==> src/rtl/button_conditioner.sv <==
// ---------------------------------------------------------------------------
// button_conditioner
//
// Purpose:
//   Cleans up three raw, asynchronous, bouncy push buttons before they reach
//   the LED sequence FSM. Each channel works on its own. It synchronises the
//   raw input with a two-flop chain. It then debounces the synchronised value
//   with a stability counter. Finally it presents a clean level and a
//   one-cycle pulse on every accepted press (0->1).
//
// Ports:
//   CLK      in   system clock, all state updates on the rising edge
//   RST      in   asynchronous, active-high reset
//   A_RAW    in   raw button A (asynchronous to CLK)
//   B_RAW    in   raw button B (asynchronous to CLK)
//   C_RAW    in   raw button C (asynchronous to CLK)
//   A, B, C  out  debounced levels (drive FSM.A / FSM.B / FSM.C)
//   A_PULSE  out  one-cycle pulse when A rises
//   B_PULSE  out  one-cycle pulse when B rises
//   C_PULSE  out  one-cycle pulse when C rises
//
// Timing:
//   Suppose a raw input changes and stays stable from before edge k.
//   The synchronised copy changes at edge k+1.
//   The clean level (and the pulse, on a rise) changes at edge
//   k+1+DEBOUNCE_CYCLES.
//   Every output comes straight from a flop.
// ---------------------------------------------------------------------------
module button_conditioner #(
    parameter int DEBOUNCE_CYCLES = 4,
    parameter int CNT_W           = $clog2(DEBOUNCE_CYCLES + 1)
) (
    input  logic CLK,
    input  logic RST,
    input  logic A_RAW,
    input  logic B_RAW,
    input  logic C_RAW,
    output logic A,
    output logic B,
    output logic C,
    output logic A_PULSE,
    output logic B_PULSE,
    output logic C_PULSE
);

    localparam int NCH = 3;
    localparam logic [CNT_W-1:0] CNT_MAX = CNT_W'(DEBOUNCE_CYCLES - 1);
    localparam logic [CNT_W-1:0] CNT_ONE = CNT_W'(1);

    // Channel index: 0 = A, 1 = B, 2 = C.
    logic [NCH-1:0]   raw;
    logic [NCH-1:0]   s1_q;
    logic [NCH-1:0]   s2_q;
    logic [NCH-1:0]   lvl_q;
    logic [NCH-1:0]   lvl_d;
    logic [NCH-1:0]   pulse_q;
    logic [NCH-1:0]   pulse_d;
    logic [CNT_W-1:0] cnt_q [NCH];
    logic [CNT_W-1:0] cnt_d [NCH];

    assign raw = {C_RAW, B_RAW, A_RAW};

    // Two-flop synchroniser. Only s2_q is used downstream.
    always_ff @(posedge CLK or posedge RST) begin
        if (RST) begin
            s1_q <= '0;
            s2_q <= '0;
        end else begin
            s1_q <= raw;
            s2_q <= s1_q;
        end
    end

    // Debounce next-state logic. The counter measures how long s2 has
    // disagreed with the clean level. Any agreement resets it, so the
    // disagreement has to be uninterrupted. The level flips on the cycle the
    // counter would reach DEBOUNCE_CYCLES, so the counter never passes
    // CNT_MAX and never wraps.
    always_comb begin
        lvl_d   = lvl_q;
        pulse_d = '0;
        for (int i = 0; i < NCH; i++) begin
            cnt_d[i] = '0;
            if (s2_q[i] != lvl_q[i]) begin
                if (cnt_q[i] == CNT_MAX) begin
                    lvl_d[i]   = s2_q[i];
                    // The pulse is registered with the level, so both
                    // appear on the same edge. A release never pulses.
                    pulse_d[i] = s2_q[i];
                end else begin
                    cnt_d[i] = cnt_q[i] + CNT_ONE;
                end
            end
        end
    end

    always_ff @(posedge CLK or posedge RST) begin
        if (RST) begin
            lvl_q   <= '0;
            pulse_q <= '0;
            for (int i = 0; i < NCH; i++) begin
                cnt_q[i] <= '0;
            end
        end else begin
            lvl_q   <= lvl_d;
            pulse_q <= pulse_d;
            for (int i = 0; i < NCH; i++) begin
                cnt_q[i] <= cnt_d[i];
            end
        end
    end

    assign A       = lvl_q[0];
    assign B       = lvl_q[1];
    assign C       = lvl_q[2];
    assign A_PULSE = pulse_q[0];
    assign B_PULSE = pulse_q[1];
    assign C_PULSE = pulse_q[2];

endmodule

==> config.mk <==
export PLATFORM = sky130hd
export DESIGN_NAME = button_conditioner
export DESIGN_NICKNAME = d
export VERILOG_FILES = /design/src/rtl/button_conditioner.sv
export SDC_FILE = /design/constraint.sdc
export NUM_CORES = 1
export LEC_CHECK = 0
export BUFFER_PORTS_ARGS = -buffer_cell sky130_fd_sc_hd__clkbuf_2
export CAP_MARGIN = 40
export CELL_PAD_IN_SITES_DETAIL_PLACEMENT = 1
export CELL_PAD_IN_SITES_GLOBAL_PLACEMENT = 1
export CORE_MARGIN = 2
export CORE_UTILIZATION = 30
export CTS_BUF_LIST = sky130_fd_sc_hd__clkbuf_16
export DETAILED_ROUTE_END_ITERATION = 16
export HOLD_SLACK_MARGIN = 0.15
export PLACE_DENSITY = 0.53
export SLEW_MARGIN = 20
export SYNTH_ARGS = -nofsm -noshare
export SYNTH_HDL_FRONTEND = slang
export SYNTH_SLANG_ARGS = --single-unit
==> constraint.sdc <==
create_clock -name CLK -period 1.5 [get_ports CLK]
set_input_delay 0.3 -clock CLK [delete_from_list [all_inputs] [get_ports CLK]]
set_output_delay 0.3 -clock CLK [all_outputs]
set_load 0.03 [all_outputs]
==> results of run 1 <==
-- cells in the final DEF, fill, tap and decap left out --
cell / Yosys / final
ha_1: 3 / 3
nor3b_2: 6 / 6
mux2_1: 3 / 3
clkbuf_16: 0 / 3
clkbuf_2: 0 / 10
dlygate4sd3_1: 0 / 3
nor3_1: 3 / 3
nor2b_4: 3 / 3
inv_1: 1 / 2
buf_4: 0 / 1
dfrtp_1: 21 / 21
and3b_2: 3 / 3
xnor2_1: 3 / 3
-- power by group through the flow --
| stage | Combinational, uW | Sequential [uW] | Clock (uW) |
|---|---|---|---|
| floorplan | 264 | 852 | 0 |
| detailed placement | 459 | 777 | 0 |
| CTS | 464 | 766 | 562 |
| global route | 498 | 782 | 595 |
| global placement | 453 | 767 | 0 |
| finish | 453 | 765 | 543 |
-- through the flow --
stage / util, % / hold slack (ns) / area (sq um) / setup WS, ns
CTS: 39.6 / 0.152 / 982 / 0.292
global route: 40.1 / 0.163 / 992 / 0.228
global placement: 35.7 / 0.330 / 883 / 0.321
detailed placement: 35.7 / 0.335 / 883 / 0.300
floorplan: - / 0.277 / 788 / 0.377
finish: 40.1 / 0.156 / 992 / 0.299
-- layout make-up --
| class | instances | area, sq um |
|---|---|---|
| inverter | 1 | 3.75 |
| clock inverter | 1 | 3.75 |
| multi-input combinational | 24 | 259 |
| timing repair buffer | 14 | 87.6 |
| fill | 271 | 1490 |
| sequential | 21 | 526 |
| clock buffer | 3 | 75.1 |
| tap | 30 | 37.5 |
-- final timing paths --
check / startpoint / depth (start not counted) / slack, ns / endpoint
setup reg to reg: cnt_q[0] / 3 / 0.30 / lvl_q[2]
hold reg to reg: s1_q[0] / 0 / 0.35 / s2_q[0]
hold / removal: A_RAW / 1 / 0.16 / s1_q[0]
min in group asynchronous: RST / 4 / 0.61 / s1_q[0]
max in group asynchronous: RST / 4 / 0.67 / cnt_q[4]
setup / recovery: cnt_q[0] / 3 / 0.30 / lvl_q[2]
-- kinds of logic after synthesis --
| kind of cell | after synthesis | synth area share, % |
|---|---|---|
| AND/OR/NAND/NOR | 15 | 20.5 |
| flip-flops | 21 | 66.7 |
| buffers and inverters | 1 | 0.476 |
| XOR/XNOR | 3 | 3.33 |
| multiplexers | 3 | 4.29 |
| adder cells (fa/ha/maj) | 3 | 4.76 |
-- flip-flops by register name, summed over array words and instances (netlist names) --
name and count:
cnt_q 9, lvl_q 3, pulse_q 3, s1_q 3, s2_q 3
-- critical path, stage by stage, from the launching register on --
cell,delay [ns]
dfrtp_1,0.36
ha_1,0.19
nor2b_4,0.20
mux2_1,0.33
-- metal layers --
layer	GRT usage (%)	wire length [um]	up-vias
met5	0	0	-
met4	6.27	34	0
met3	2.81	48	4
met2	12.6	486	8
met1	9.65	515	195
li1	-	-	193
==> flow_metrics.py, run 1 <==
metrics = {
    "floorplanning": {
        "ioPinCount": 11,
        "initial_core_util_pct": 31.8,
        "die_h_um": 55.3,
        "std_cell_rows": 18,
        "dieArea_sq_um": 3050,
        "die-width_um": 55.3,
        "coreArea_sq_um": 2480,
    },
    "clocking": {
        "cts_tree": "done",
        "cts-buffers-inserted": 3,
        "cts.path.max_buffers": 2,
        "insertion_delay_ns": 0.25,
        "ctsResizeCount": 0,
        "clock-sinks": 21,
        "cts_root_buf": "clkbuf_16",
        "cts_setup_buffers": 0,
        "clkTransAtPathRegs_ns": 0.05,
        "h-tree-depth": 1,
        "hold_buffers": 2,
    },
    "timing": {
        "worst_pin_slew_ns": 0.395,
        "final_max_slew_viol_count": 0,
        "fin_crit_sh_pct": 80.1,
        "fin_setup_tns_ns": 0,
        "final_hold_viol_count": 0,
        "rsz0062_at_grt": "no",
        "finalCriticalPeriod_ns": 1.20,
        "max_freq_mhz": 833,
        "finalSetupViolCount": 0,
        "relSlewSlack_pct": 73.5,
        "finalClockSkew_ns": 0.00111,
    },
    "setup_path": {
        "end_kind": "flop",
        "worstSetupPathType": "reg2reg",
        "critPathMaxFanout": 4,
        "cp.arrival_ns": 1.33,
        "crit_required_ns": 1.63,
        "cp-start-kind": "flop",
    },
    "grt": {
        "grt.overflow.total": 0,
        "grt_max_degree": 22,
        "grt_pass1_vias": 423,
        "grt_usage_pct": 8.31,
        "antenna_found_initial": 0,
        "grt_pass1_wl_mm": 1.92,
    },
    "worst_hold_path": {
        "hold_path_class": "in2reg",
    },
    "yosys": {
        "synth_flop_cell": "dfrtp_1",
        "synth-async-reset-ratio_pct": 100,
        "netlist_instances": 46,
        "yosysUniqueCellTypes": 9,
        "netlist_area_sq_um": 788,
        "yosysMostFrequentCell": "dfrtp_1",
        "synthTopCellsByCount": "21 x dfrtp_1, 6 x nor3b_2",
        "ys_ff_latch": 21,
        "synth.avg_cell_area_sq_um": 17.1,
        "synth_top_area_share_pct": 66.7,
        "synth-seq-area-share_pct": 66.7,
        "syn-num-nets": 54,
        "synthTopCellsByArea": "dfrtp_1 67%, nor3b_2 9.5%, nor2b_4 5.2%",
        "synth_edf_count": 0,
        "synth_top_area_cell": "dfrtp_1",
        "yosysWarnings": 0,
    },
    "power": {
        "p_total_uw": 1760,
        "switching_share_pct": 29.1,
        "seq_power_share_pct": 43.4,
        "vdd_ir_drop_max_mv": 0.767,
        "p_int_uw": 1250,
        "pwr-share-comb_pct": 25.7,
        "p_leak_uw": 0.000482,
        "p_clk_share_pct": 30.8,
        "switchingPower_uw": 513,
        "power_density_nw_per_um2": 1770,
    },
    "layout": {
        "diodes": 0,
        "fin_nets": 73,
        "layout.cells.non_filler": 94,
        "drive_gt1_share_pct": 40.6,
        "area_growth_pct": 25.9,
    },
    "drt": {
        "via_per_inst": 4.26,
        "vias": 400,
        "routedWlPerCell_um": 11.5,
        "drtAntennaViolNets": 0,
        "dr.pass1.iters": 2,
        "drtIter0Drc": 3,
        "wirelength_mm": 1.09,
        "route.detailed.drc": 0,
    },
    "placed_design": {
        "hpwl_um": 772,
        "gp_congestion": 0.678,
        "place_inst": 87,
        "io_buffers": 10,
    },
    "run_status": {
        "status": "finished, final reports clean",
    },
    "flow_run": {
        "max-cap-violations": 0,
    },
}
Note: power is estimated with default switching activity, not from simulation.
==> inputs of run 2 (changes only) <==
--- a/config.mk
+++ b/config.mk
@@ -14,7 +14,7 @@
 export CTS_BUF_LIST = sky130_fd_sc_hd__clkbuf_16
 export DETAILED_ROUTE_END_ITERATION = 16
 export HOLD_SLACK_MARGIN = 0.15
-export PLACE_DENSITY = 0.53
+export PLACE_DENSITY = 0.55
 export SLEW_MARGIN = 20
 export SYNTH_ARGS = -nofsm -noshare
 export SYNTH_HDL_FRONTEND = slang
==> constraint.sdc (replaced) <==
create_clock -name CLK -period 1 [get_ports CLK]
set_input_delay 0.2 -clock CLK [delete_from_list [all_inputs] [get_ports CLK]]
set_output_delay 0.2 -clock CLK [all_outputs]
set_load 0.03 [all_outputs]
==> run 2 against run 1 <==
Compared with the run above: the run now ends with setup timing left; combinational power grew to 3.1 times the previous value; final cell count grew 17%; clock skew grew 0.0016 ns; first-iteration DRC count shrank 33%; critical path type unchanged; largest power group is now combinational cells.
==> flow_metrics.py, run 2 (synthesized netlist as in run 1, its figures left out) <==
metrics = {
    "setup_path": {
        "critPathMaxFanout": 3,
        "cp.arrival_ns": 1.26,
        "max_stage_delay_ns": 0.35,
        "cp-start-kind": "flop",
        "path_delay_family": "flip-flops",
        "reg2reg_to": "lvl_q[0]",
        "r2r_start": "cnt_q[6]",
        "worstSetupPathType": "reg2reg",
        "crit_required_ns": 1.13,
        "end_kind": "flop",
        "cp_cell_sequence": "ha_2 -> nor2b_4 -> mux2_4",
        "reg2reg_depth": 3,
        "cp.buffers_inverters": 0,
        "rrSetupSlack_ns": -0.13,
        "crit_slowest_cell": "dfrtp_1",
    },
    "power": {
        "p_leak_uw": 0.000600,
        "vdd_ir_drop_max_mv": 1.40,
        "pwr-share-comb_pct": 41.8,
        "p_int_uw": 2430,
        "p_clk_share_pct": 24.1,
        "switching_share_pct": 28.3,
        "p_total_uw": 3390,
        "power_density_nw_per_um2": 2730,
        "seq_power_share_pct": 34.1,
        "switchingPower_uw": 960,
    },
    "timing": {
        "fin_setup_tns_ns": -0.568,
        "finalClockSkew_ns": 0.00272,
        "final_hold_viol_count": 0,
        "hold_ws_ns": 0.347,
        "final_max_slew_viol_count": 0,
        "fin_crit_sh_pct": 113,
        "max_freq_mhz": 888,
        "worst_pin_slew_ns": 0.268,
        "finalSetupViolCount": 11,
        "rsz0062_at_grt": "yes",
        "worst_slack_ns": -0.127,
        "relSlewSlack_pct": 82.1,
        "finalCriticalPeriod_ns": 1.13,
    },
    "clocking": {
        "clock-sinks": 21,
        "cts_root_buf": "clkbuf_16",
        "cts.path.max_buffers": 2,
        "h-tree-depth": 1,
        "cts_tree": "done",
        "insertion_delay_ns": 0.25,
        "clkTransAtPathRegs_ns": 0.06,
        "cts-buffers-inserted": 3,
    },
    "drt": {
        "via_per_inst": 4.19,
        "vias": 461,
        "dr.pass1.iters": 2,
        "routedWlPerCell_um": 12.2,
        "wirelength_mm": 1.34,
        "route.detailed.drc": 0,
        "drtAntennaViolNets": 0,
        "drtIter0Drc": 2,
    },
    "floorplanning": {
        "ioPinCount": 11,
        "die_h_um": 55.3,
        "coreArea_sq_um": 2480,
        "die-width_um": 55.3,
        "dieArea_sq_um": 3050,
        "initial_core_util_pct": 31.8,
        "std_cell_rows": 18,
    },
    "worst_hold_path": {
        "whs_endpoint": "s2_q[0]",
        "hold_path_class": "reg2reg",
        "min-delay-start": "s1_q[0]",
        "hold_depth": 0,
    },
    "layout": {
        "layout.cells.non_filler": 110,
        "regMostFlops": "cnt_q",
        "num-fill-cells": 247,
        "drive_gt1_share_pct": 67.5,
        "layout_common_cells": "21 x dfrtp_1, 15 x buf_4, 6 x nor3b_2, 4 x dlygate4sd3_1, 4 x clkbuf_2",
        "area_growth_pct": 57.5,
        "final_common_cell": "dfrtp_1",
        "largest_reg_flops": 9,
        "fin_nets": 89,
        "final_util_pct": 50.1,
        "diodes": 0,
    },
    "placed_design": {
        "hpwl_um": 871,
        "gp_congestion": 0.662,
        "io_buffers": 10,
        "place_inst": 94,
    },
    "run_status": {
        "status": "finished with violations",
        "violations": "setup timing",
    },
    "grt": {
        "grt_usage_pct": 10.6,
        "grt_pass1_vias": 530,
        "grt.overflow.total": 0,
        "grt_pass1_wl_mm": 2.45,
        "antenna_found_initial": 0,
        "grt_max_degree": 22,
    },
    "flow_run": {
        "max-cap-violations": 0,
    },
}
-- run 2: cell types whose count changed in the layout (fill, tap and decap cells not counted), sizes merged --
| cell | before | now |
|---|---|---|
| dlygate4sd3 | 3 | 4 |
| clkinv | 0 | 1 |
| buf | 1 | 22 |
| clkbuf | 13 | 7 |
| inv | 2 | 1 |
-- run 2: worst max-delay path by stage --
| stage | startpoint | end | slack, ns | cells after the start |
|---|---|---|---|---|
| 4_1_cts | cnt_q[3] | lvl_q[1] | -0.13 | 3 |
| 3_3_place_gp | cnt_q[6] | lvl_q[0] | -0.12 | 3 |
| 5_1_grt | cnt_q[3] | lvl_q[1] | -0.18 | 3 |
| 3_5_place_dp | cnt_q[3] | lvl_q[1] | -0.13 | 3 |
| 2_1_floorplan | cnt_q[6] | lvl_q[0] | -0.1 | 3 |
| 6_report | cnt_q[6] | lvl_q[0] | -0.13 | 3 |
-- run 2: stage by stage --
step                setup slack, ns  cell area (sq um)
global route                 -0.181               1240
finish                       -0.127               1240
global placement             -0.118                977
CTS                          -0.133               1210
detailed placement           -0.126                977
floorplan                   -0.0972                830
-- run 2: area by class of cell --
| class | instances | area, sq um | area share, % |
|---|---|---|---|
| clock inverter | 1 | 5.00 | 0.403 |
| multi-input combinational | 24 | 338 | 27.2 |
| inverter | 1 | 3.75 | 0.302 |
| timing repair buffer | 30 | 256 | 20.7 |
| tap | 30 | 37.5 | 3.02 |
| clock buffer | 3 | 75.1 | 6.05 |
| sequential | 21 | 526 | 42.3 |
-- run 2: worst reg2reg max path: stages (launching register included) --
cell	delay, ns
dfrtp_1	0.35
ha_2	0.18
nor2b_4	0.18
mux2_4	0.31
-- run 2: timing repair --
item,CTS,global route
endpoints found under the hold margin,24,0
pin swaps,5,7
setup buffers,6,2
resized for setup,11,13
setup endpoints to repair,15,21
hold buffers,4,0
-- run 2: power by group through the flow --
stage / Combinational [uW] / Clock, uW / Sequential [uW]
floorplan: 497 / 0 / 1310
global placement: 865 / 0 / 1180
detailed placement: 879 / 0 / 1200
CTS: 1320 / 847 / 1140
global route: 1540 / 881 / 1180
finish: 1420 / 817 / 1160
-- run 2: metal layers --
metal | up-vias | GRT usage (%) | part of all wire, %
met1 | 221 | 12.9 | 41
met4 | 0 | 3.14 | 0.67
li1 | 228 | - | -
met2 | 10 | 17.2 | 54
met3 | 2 | 4.22 | 4.3
met5 | - | 0 | 0
==> inputs of run 3 (changes only) <==
--- a/config.mk
+++ b/config.mk
@@ -15,6 +15,7 @@
 export DETAILED_ROUTE_END_ITERATION = 16
 export HOLD_SLACK_MARGIN = 0.15
 export PLACE_DENSITY = 0.55
+export SETUP_SLACK_MARGIN = 0.02
 export SLEW_MARGIN = 20
 export SYNTH_ARGS = -nofsm -noshare
 export SYNTH_HDL_FRONTEND = slang
==> run 3 against run 2 <==
Compared with the run above: the flow still finishes with violations (setup timing); via count is the same; combinational power hardly changed; sequential share of layout area decreased by 0.84 points; clock skew is the same; wire length barely moved; die area is the same; first-iteration DRC count unchanged; worst setup slack about the same; non-clock buffer count unchanged; final cell count is the same.
==> flow_metrics.py, run 3 (synthesized netlist as in run 1, its figures left out) <==
metrics = {
    "timing": {
        "fin_setup_tns_ns": -0.566,
        "rsz0062_at_grt": "yes",
        "finalSetupViolCount": 11,
        "final_max_slew_viol_count": 0,
        "final_hold_viol_count": 0,
        "fin_crit_sh_pct": 113,
        "worst_slack_ns": -0.127,
        "worst_pin_slew_ns": 0.268,
        "relSlewSlack_pct": 82.1,
        "max_freq_mhz": 888,
        "finalClockSkew_ns": 0.00272,
        "finalCriticalPeriod_ns": 1.13,
    },
    "setup_path": {
        "critPathLaunch": "cnt_q[6]",
        "crit_required_ns": 1.13,
        "reg2reg_depth": 3,
        "reg2reg_to": "lvl_q[0]",
        "cp_cell_sequence": "ha_2 -> nor2b_4 -> mux2_4",
        "max_stage_delay_ns": 0.35,
        "r2r_start": "cnt_q[6]",
        "crit_end": "lvl_q[0]",
        "worstSetupPathType": "reg2reg",
        "rrSetupSlack_ns": -0.13,
        "cp.buffers_inverters": 0,
        "cp.arrival_ns": 1.26,
        "critPathMaxFanout": 3,
        "path_depth": 3,
        "cp-start-kind": "flop",
        "crit_slowest_cell": "dfrtp_1",
        "end_kind": "flop",
        "path_delay_family": "flip-flops",
    },
    "grt": {
        "antenna_found_initial": 0,
        "grt.overflow.total": 0,
        "grt_pass1_vias": 533,
        "grt_max_degree": 22,
        "grt_pass1_wl_mm": 2.48,
        "grt_usage_pct": 10.7,
    },
    "clocking": {
        "cts_root_buf": "clkbuf_16",
        "clock-sinks": 21,
        "clkTransAtPathRegs_ns": 0.06,
        "h-tree-depth": 1,
        "cts.path.max_buffers": 2,
        "insertion_delay_ns": 0.25,
        "cts-buffers-inserted": 3,
        "cts_tree": "done",
    },
    "layout": {
        "regMostFlops": "cnt_q",
        "area_growth_pct": 60.6,
        "final_util_pct": 51.1,
        "final_area_sq_um": 1270,
        "layout_common_cells": "21 x dfrtp_1, 13 x buf_4, 6 x nor3b_2, 6 x buf_8",
        "fin_nets": 89,
        "final_common_cell": "dfrtp_1",
        "drive_gt1_share_pct": 67.5,
        "largest_reg_flops": 9,
        "diodes": 0,
        "layout.cells.non_filler": 110,
    },
    "worst_hold_path": {
        "hold_path_class": "reg2reg",
    },
    "flow_run": {
        "max-cap-violations": 0,
    },
    "power": {
        "p_leak_uw": 0.000606,
        "p_clk_share_pct": 24.0,
        "vdd_ir_drop_max_mv": 1.41,
        "switching_share_pct": 28.3,
        "seq_power_share_pct": 34.0,
        "switchingPower_uw": 963,
        "p_int_uw": 2440,
        "power_density_nw_per_um2": 2690,
        "pwr-share-comb_pct": 42.0,
    },
    "floorplanning": {
        "coreArea_sq_um": 2480,
        "ioPinCount": 11,
        "dieArea_sq_um": 3050,
        "die_h_um": 55.3,
        "die-width_um": 55.3,
        "initial_core_util_pct": 31.8,
        "std_cell_rows": 18,
    },
    "run_status": {
        "status": "finished with violations",
        "violations": "setup timing",
    },
    "drt": {
        "route.detailed.drc": 0,
        "drtIter0Drc": 2,
        "dr.pass1.iters": 2,
        "met3_length_um": 57,
        "routed-wl-met2_um": 719,
        "wirelength_mm": 1.34,
        "routedWlPerCell_um": 12.2,
        "highest_layer": "met4",
        "wl_met1_um": 551,
        "vias": 461,
        "via_per_inst": 4.19,
        "drtAntennaViolNets": 0,
    },
    "placed_design": {
        "gp_congestion": 0.662,
        "pre_cts_ws_ns": -0.126,
        "hpwl_um": 871,
        "place_inst": 94,
        "dpl-instance-area_sq_um": 977,
        "io_buffers": 10,
    },
}
## run 3: cell counts in the layout (fill, tap and decap cells not counted)
Identical to the previous run, type by type.
## run 3: area by class of cell
class | instances | area [sq um]
flip-flops and latches | 21 | 526
inverters | 1 | 3.75
well taps | 30 | 37.5
repair buffers | 30 | 282
clock buffers | 3 | 75.1
multi-input cells | 24 | 338
clock inverters | 1 | 5.00
fillers | 244 | 1210
## run 3: worst min path at each step
| stage | startpoint | slack (ns) | end | depth (start not counted) |
|---|---|---|---|---|
| 2_1_floorplan | RST | 0.18 | cnt_q[0] | 1 |
| 3_3_place_gp | RST | 0.22 | s1_q[2] | 3 |
| 3_5_place_dp | RST | 0.23 | s1_q[2] | 3 |
| 4_1_cts | s1_q[0] | 0.35 | s2_q[0] | 0 |
| 5_1_grt | s1_q[1] | 0.37 | s2_q[1] | 0 |
| 6_report | s1_q[0] | 0.35 | s2_q[0] | 0 |
## run 3: timing repair
action                                  in CTS  in global routing
hold buffers                                 4                  0
endpoints found under the setup margin      18                 21
hold endpoints to repair                    24                  0
buffers inserted                             6                  2
gates resized for setup                     17                  9
pin swaps                                    5                  7
## run 3: per-stage QoR
step / hold WS [ns] / power [uW]
detailed placement: 0.232 / 2080
CTS: 0.350 / 3320
global placement: 0.224 / 2050
finish: 0.347 / 3410
floorplan: 0.177 / 1810
global route: 0.366 / 3610
## run 3: power by group through the flow
stage / logic [uW] / clock network [uW] / registers (uW)
4_1_cts: 1340 / 847 / 1140
3_5_place_dp: 879 / 0 / 1200
6_report: 1430 / 817 / 1160
5_1_grt: 1550 / 881 / 1180
2_1_floorplan: 497 / 0 / 1310
3_3_place_gp: 865 / 0 / 1180
## run 3: metal layers
layer	up-vias	track usage, %
met3	2	4.22
met4	0	3.14
li1	228	-
met1	221	13.1
met2	10	17.3
met5	-	0
## run 3: worst reg2reg max path, delay by kind of cell (launching register included)
| kind | cells | cell delay (ns) |
|---|---|---|
| DFF | 1 | 0.35 |
| adders and majority gates | 1 | 0.18 |
| muxes | 1 | 0.31 |
| and+or+nand+nor | 1 | 0.18 |
